===== src/rtl/ro_ctrl_pkg.sv =====
// Shared types and widths for the read_out capture sequencer.
// Word width is sized so a full 255-sample decimation of 3-bit codes never wraps.
package ro_ctrl_pkg;

    typedef enum logic [1:0] {IDLE, SETTLE, RUN, DRAIN} ro_state_e;

    localparam int QZ_W    = 3;
    localparam int DECIM_W = 8;
    localparam int CNT_W   = 16;
    localparam int DW_DEF  = QZ_W + DECIM_W;

endpackage


===== src/rtl/ro_capture_ctrl_if.sv =====
// Valid/ready word stream from the capture sequencer to the downstream filter/logger.
interface ro_capture_ctrl_if
    import ro_ctrl_pkg::*;
#(
    parameter int DW = DW_DEF
);

    logic [DW-1:0] out_data;
    logic          out_valid;
    logic          out_ready;

    modport master (output out_data, output out_valid, input out_ready);
    modport slave  (input out_data, input out_valid, output out_ready);

endinterface


===== src/rtl/ro_fifo.sv =====
// Synchronous word FIFO with a zero-bubble head; a push into a full FIFO succeeds
// when a pop happens in the same cycle.
module ro_fifo #(
    parameter int DEPTH = 8,
    parameter int DW    = 11
) (
    input  logic          clk,
    input  logic          rst_n,
    input  logic          push,
    input  logic [DW-1:0] wdata,
    input  logic          pop,
    output logic [DW-1:0] rdata,
    output logic          full,
    output logic          empty
);

    localparam int AW = $clog2(DEPTH);

    logic [DW-1:0] mem [DEPTH];
    logic [AW-1:0] wr_ptr, rd_ptr;
    logic [AW:0]   count;
    logic          push_ok, pop_ok;

    assign empty   = (count == '0);
    assign full    = (count == (AW+1)'(DEPTH));
    assign pop_ok  = pop && !empty;
    assign push_ok = push && (!full || pop_ok);
    assign rdata   = empty ? '0 : mem[rd_ptr];

    always_ff @(posedge clk or negedge rst_n) begin
        if (!rst_n) begin
            wr_ptr <= '0;
            rd_ptr <= '0;
            count  <= '0;
        end else begin
            if (push_ok) wr_ptr <= wr_ptr + AW'(1);
            if (pop_ok)  rd_ptr <= rd_ptr + AW'(1);
            case ({push_ok, pop_ok})
                2'b10:   count <= count + (AW+1)'(1);
                2'b01:   count <= count - (AW+1)'(1);
                default: count <= count;
            endcase
        end
    end

    always_ff @(posedge clk) begin
        if (push_ok) mem[wr_ptr] <= wdata;
    end

endmodule


===== src/rtl/ro_capture_ctrl.sv =====
// Capture sequencer for read_out: owns the quantizer reset, waits out the settle window,
// decimates out_qz by accumulation and queues the words for a valid/ready consumer.
module ro_capture_ctrl
    import ro_ctrl_pkg::*;
#(
    parameter int DEPTH = 8,
    parameter int DW    = DW_DEF
) (
    input  logic               clk,
    input  logic               rst_n,
    input  logic               start,
    input  logic               stop,
    input  logic [CNT_W-1:0]   cfg_settle,
    input  logic [DECIM_W-1:0] cfg_decim,
    input  logic [CNT_W-1:0]   cfg_len,
    input  logic [QZ_W-1:0]    qz_in,
    output logic               ro_rst_n,
    ro_capture_ctrl_if.master  stream,
    output logic               busy,
    output logic               done,
    output logic               ovf
);

    function automatic logic [DW-1:0] acc_add(input logic [DW-1:0] a, input logic [QZ_W-1:0] q);
        return a + DW'(q);
    endfunction

    ro_state_e          state_q, state_n;
    logic [CNT_W-1:0]   settle_q, len_q, settle_cnt_q, wcnt_q;
    logic [DECIM_W-1:0] decim_q, scnt_q;
    logic [DW-1:0]      acc_p0, word_p0;
    logic               start_ok, settle_end, word_end, len_end, pop, fifo_full, fifo_empty;

    assign start_ok   = (state_q == IDLE) && start;
    assign settle_end = ({1'b0, settle_cnt_q} + (CNT_W+1)'(1)) >= {1'b0, settle_q};
    assign word_end   = (state_q == RUN) && (({1'b0, scnt_q} + (DECIM_W+1)'(1)) == {1'b0, decim_q});
    assign len_end    = word_end && (len_q != '0) && ((wcnt_q + CNT_W'(1)) == len_q);
    assign word_p0    = acc_add(acc_p0, qz_in);
    assign pop        = stream.out_valid && stream.out_ready;
    assign stream.out_valid = !fifo_empty;

    always_comb begin
        state_n = state_q;
        case (state_q)
            IDLE:    if (start) state_n = SETTLE;
            SETTLE:  if (stop) state_n = DRAIN; else if (settle_end) state_n = RUN;
            RUN:     if (stop || len_end) state_n = DRAIN;
            DRAIN:   if (fifo_empty) state_n = IDLE;
            default: state_n = IDLE;
        endcase
    end

    // busy and ro_rst_n are registered from the next state so they line up with it
    always_ff @(posedge clk or negedge rst_n) begin
        if (!rst_n) begin
            state_q  <= IDLE;
            busy     <= 1'b0;
            ro_rst_n <= 1'b0;
            done     <= 1'b0;
        end else begin
            state_q  <= state_n;
            busy     <= (state_n != IDLE);
            ro_rst_n <= (state_n == SETTLE) || (state_n == RUN);
            done     <= (state_q == DRAIN) && fifo_empty;
        end
    end

    always_ff @(posedge clk or negedge rst_n) begin
        if (!rst_n) begin
            settle_q     <= '0;
            len_q        <= '0;
            decim_q      <= DECIM_W'(1);
            settle_cnt_q <= '0;
            scnt_q       <= '0;
            wcnt_q       <= '0;
            ovf          <= 1'b0;
        end else if (start_ok) begin
            settle_q     <= cfg_settle;
            len_q        <= cfg_len;
            decim_q      <= (cfg_decim == '0) ? DECIM_W'(1) : cfg_decim;
            settle_cnt_q <= '0;
            scnt_q       <= '0;
            wcnt_q       <= '0;
            ovf          <= 1'b0;
        end else begin
            if (state_q == SETTLE) settle_cnt_q <= settle_cnt_q + CNT_W'(1);
            if (word_end) begin
                scnt_q <= '0;
                wcnt_q <= wcnt_q + CNT_W'(1);
            end else if (state_q == RUN) begin
                scnt_q <= scnt_q + DECIM_W'(1);
            end
            // a dropped word still counts toward cfg_len
            if (word_end && fifo_full && !pop) ovf <= 1'b1;
        end
    end

    // Stage p0: accumulator; cleared on every push and on each new capture
    always_ff @(posedge clk) begin
        if (start_ok || word_end) acc_p0 <= '0;
        else if (state_q == RUN)  acc_p0 <= word_p0;
    end

    ro_fifo #(.DEPTH(DEPTH), .DW(DW)) u_fifo (
        .clk   (clk),
        .rst_n (rst_n),
        .push  (word_end),
        .wdata (word_p0),
        .pop   (pop),
        .rdata (stream.out_data),
        .full  (fifo_full),
        .empty (fifo_empty)
    );

endmodule


===== src/flat_wrapper.sv =====
// flat-port wrapper written by rule: the top's interface ports become plain ports
module ro_capture_ctrl_flat import ro_ctrl_pkg::*;
#(
    parameter int DEPTH = 8,
    parameter int DW    = DW_DEF
)
  (clk, rst_n, start, stop, cfg_settle, cfg_decim, cfg_len, qz_in, ro_rst_n, busy, done, ovf, stream_out_data, stream_out_valid, stream_out_ready);
  ro_capture_ctrl_if #(.DW(DW)) stream_i ();
  input  logic clk;
  input  logic rst_n;
  input  logic start;
  input  logic stop;
  input  logic [CNT_W-1:0] cfg_settle;
  input  logic [DECIM_W-1:0] cfg_decim;
  input  logic [CNT_W-1:0] cfg_len;
  input  logic [QZ_W-1:0] qz_in;
  output logic ro_rst_n;
  output logic busy;
  output logic done;
  output logic ovf;
  output wire logic [$bits(stream_i.out_data)-1:0] stream_out_data;
  output wire logic [$bits(stream_i.out_valid)-1:0] stream_out_valid;
  input wire logic [$bits(stream_i.out_ready)-1:0] stream_out_ready;
  assign stream_out_data = stream_i.out_data;
  assign stream_out_valid = stream_i.out_valid;
  assign stream_i.out_ready = stream_out_ready;
  ro_capture_ctrl #(.DEPTH(DEPTH), .DW(DW)) u_core (.clk(clk), .rst_n(rst_n), .start(start), .stop(stop), .cfg_settle(cfg_settle), .cfg_decim(cfg_decim), .cfg_len(cfg_len), .qz_in(qz_in), .ro_rst_n(ro_rst_n), .stream(stream_i), .busy(busy), .done(done), .ovf(ovf));
endmodule

===== config.mk =====
export PLATFORM = sky130hd
export DESIGN_NAME = ro_capture_ctrl_flat
export DESIGN_NICKNAME = d
export VERILOG_FILES = /design/src/rtl/ro_ctrl_pkg.sv /design/src/rtl/ro_capture_ctrl_if.sv /design/src/rtl/ro_fifo.sv /design/src/rtl/ro_capture_ctrl.sv /design/src/flat_wrapper.sv
export SDC_FILE = /design/constraint.sdc
export NUM_CORES = 1
export LEC_CHECK = 0
export BUFFER_PORTS_ARGS = -buffer_cell sky130_fd_sc_hd__buf_2
export CORE_MARGIN = 5
export CORE_UTILIZATION = 61
export DETAILED_ROUTE_END_ITERATION = 8
export PLACE_DENSITY = 0.8
export SLEW_MARGIN = 30
export SYNTH_ARGS = -nofsm -noshare
export SYNTH_HDL_FRONTEND = slang
export SYNTH_SLANG_ARGS = --single-unit
export TNS_END_PERCENT = 50

===== constraint.sdc =====
create_clock -name clk -period 3.6 [get_ports clk]
set_clock_uncertainty 0.1 [all_clocks]
set_input_delay 0.72 -clock clk [delete_from_list [all_inputs] [get_ports clk]]
set_output_delay 0.72 -clock clk [all_outputs]
set_load 0.005 [all_outputs]

==> results.md <==
- Run status: complete, no violations
- Fraction of layout cells with a size suffix above 1: 0.1714
- Post-CTS Hold Buffers: 0
- Reg2reg end: u_core.ro_rst_n
- DP Worst Slack: 79.03 ps
- GP Congestion: between 0.8 and 0.9
- Sequential fraction of the synthesis area: 0.5451
- Pre-antenna DRT Iters: 5
- Clk pin slew, worst setup/hold paths: 70 ps
- Synth area leader: edfxtp_1
- Iter 0 DRT Violations: ~510
- Met1 Track Usage GR: 0.3394
- Worst setup SP type: flop
- IO Port Bufs: 63
- Req. time, crit path: between 3000 and 4000 ps
- Setup total negative slack: 0 ps
- Vias/cell: approximately 5.7
- Die area: 18450 sq um
- CTS tree: yes
- HP Class: in2async
- WL per Instance: 17.04 microns
- Power Density: 745.8 nW/um^2
- Crit Path Max Fanout: 6
- Most Crowded Layer GR: met2
- Sw Ratio: 0.3640
- Hold WS: 160.8 ps
- CTS root buf: clkbuf_16
- Avg Cell Area, Syn: 11.05 sq um
- CP arrival: 3610 ps
- Die height: ~140 microns
- Hpwl dp: approximately 13 mm
- Crit Path Category: reg2reg
- Net Sw Power: 2.958 mW
- Comb power frac: 0.335
- Max Cap Viol: 0
- Post-synth top cells: nand2_1, dfrtp_1, edfxtp_1
- Yosys cell types: 62
- H-tree Lvls: 4
- Antenna diodes: 0
- Slew @ Worst Pin: roughly 810 ps
- Final worst-path setup slack: 213.4 ps
- Post-Synthesis Cell Area: 9661 sq um
- Fin crit share: 0.9407
- M3 GR Usage: 0.04663
- Routed Wire Length: 19.89 mm
- RSZ-0062 raised after global routing: no
- Reg2Reg Setup Slack: 210 ps
- # rows: 46
- Die X: 135.8 microns
- CTS sink cnt: 195
- First-pass GRT wire length: roughly 33 mm
- Synth Flop Type: dfrtp_1
- Final ANT Viol Nets: 0
- Cell Int Power: around 5.2 mW
- GRT Residual Overflow: 0
- Total power: 8.125 mW
- Starting Density: 0.6148
- Peak VDD IR: 408.3 uV
- GRT Overall Usage: 0.2328
- Vias: 6681
- Clock share of power: 0.237
- Met2 Track Usage GR: 0.3628
- Post-synth EDFFs: between 80 and 90
- Crit. End Element: flop
- Longest Clk Path Bufs: 2
- Slew HR: 0.4627
- Largest net degree at the start of global routing: between 50 and 60
- Area of the core: roughly 16000 sq um
- R2R depth: 14
- Most common cell in the netlist: nand2_1
- Remaining DRCs: 0
- Synthesis warning total: 0
- Cells after Synth: 874
- R2R Path Start: u_core.settle_cnt_q[0]
- Final Hold Viols: 0
- Async SR Flop Fraction: 0.4923
- Max-slew violations: 0
- Sequential share of power: 0.428
- Largest cells by area after synthesis: edfxtp_1, dfrtp_1, nand2_1
- Syn Nets: 951
- Min Clock Period, post-route: 3387 ps
- Area grow syn2layout: 12.77%
- Top-area cell type share of the netlist area: 0.2735
- Flops & latches, synth: 195
- CTS Buf Count: 17
- Initial antenna violation count: 0
- Clk_lat worst skew: 430 ps
- Vias in the first global route: 6520
- Nets@finish: 1015
- Leakage: 4.616 nW
- Top-Level Pins: 64
- Final setup violation count: 0
- Fmax: slightly below 300 MHz
-- cell families (layout without fill, tap and decap cells) --
kind of cell             after synthesis  after routing  share of synthesized area
buffers and inverters                 73            150                    0.03044
flip-flops                           195            195                     0.5451
adder cells (fa/ha/maj)               29             29                    0.03911
XOR/XNOR                              70             70                    0.06631
multiplexers                          38             38                    0.06839
AO/OA/AOI/OAI                        136            136                    0.09002
AND/OR/NAND/NOR                      333            333                     0.1606
-- power by group through the flow --
stage / combinational [mW] / clock (mW) / sequential, mW
2_1_floorplan: 2.16 / 0 / 3.25
3_3_place_gp: 2.61 / 0 / 3.48
3_5_place_dp: 2.71 / 0 / 3.50
4_1_cts: 2.74 / 1.95 / 3.47
5_1_grt: 3.08 / 2.06 / 3.55
6_report: 2.72 / 1.92 / 3.48
-- timing repair --
item / in CTS / in global routing
buffers inserted: 0 / 1
endpoints found under the setup margin: 0 / 2
resized for setup: 0 / 5
-- worst max-delay path by stage --
stage / start / endpoint / slack (ps) / cells after the start
3_5_place_dp: u_core.settle_cnt_q[0] / u_core.ro_rst_n / 80 / 14
5_1_grt: u_core.settle_cnt_q[0] / u_core.ro_rst_n / 10 / 14
2_1_floorplan: u_core.scnt_q[0] / u_core.u_fifo.mem[2][0] / 310 / 8
6_report: u_core.settle_cnt_q[0] / u_core.ro_rst_n / 210 / 14
4_1_cts: u_core.settle_cnt_q[0] / u_core.ro_rst_n / 60 / 14
3_3_place_gp: u_core.settle_cnt_q[0] / u_core.ro_rst_n / 220 / 14
-- metal layers --
| layer | up-vias | part of all wire |
|---|---|---|
| met4 | 0 | 0.013 |
| met2 | 203 | 0.47 |
| li1 | 3225 | - |
| met1 | 3229 | 0.45 |
| met5 | - | 0 |
| met3 | 24 | 0.066 |
-- through the flow --
stage,cell area [sq um],util,instances
floorplan,9661,-,874
global placement,10260,0.6532,1134
detailed placement,10260,0.6532,1134
CTS,10870,0.6918,1166
global route,10890,0.6933,1167
finish,10890,0.6933,1167
-- worst max-delay path, stage by stage (launching register included) --
cell	delay [ps]
dfrtp_1	430
ha_2	230
and3_2	230
and3_2	260
and3_1	230
xor2_1	160
ha_1	300
a21o_1	160
a21oi_1	140
o221ai_1	120
a31o_2	240
a21oi_2	120
o31ai_1	100
and2_1	180
ha_1	280
-- layout by cell type (no fill, tap or decap), types with 18 or more instances in the layout --
| cell type | Yosys | layout |
|---|---|---|
| nand3_1 | 29 | 29 |
| nor2_1 | 57 | 57 |
| buf_2 | 7 | 62 |
| xnor2_1 | 34 | 34 |
| mux4_2 | 22 | 22 |
| edfxtp_1 | 88 | 88 |
| ha_1 | 27 | 26 |
| nand2_1 | 151 | 151 |
| inv_1 | 30 | 30 |
| xor2_1 | 34 | 33 |
| dfrtp_1 | 95 | 95 |
| buf_4 | 1 | 24 |
| o21ai_1 | 18 | 18 |
| o21ai_0 | 46 | 46 |
-- sequential cells by signal (all words and copies together), names as in the netlist --
signal                cells
u_core.acc_p0            11
u_core.busy               1
u_core.decim_q            8
u_core.done               1
u_core.len_q             16
u_core.ovf                1
u_core.ro_rst_n           1
u_core.scnt_q             8
u_core.settle_cnt_q      16
u_core.settle_q          16
u_core.state_q            2
u_core.u_fifo.count       4
u_core.u_fifo.mem        88
u_core.u_fifo.rd_ptr      3
u_core.u_fifo.wr_ptr      3
u_core.wcnt_q            16
-- final cells by class --
cell class / count / area, sq um
timing repair buffer: 87 / 510.5
clock inverter: 15 / 181.4
sequential: 195 / 5266
inverter: 31 / 116.4
fill: 1119 / 4818
clock buffer: 17 / 425.4
tap: 216 / 270.3
multi-input combinational: 606 / 4124
Note: power is estimated with default switching activity, not from simulation.
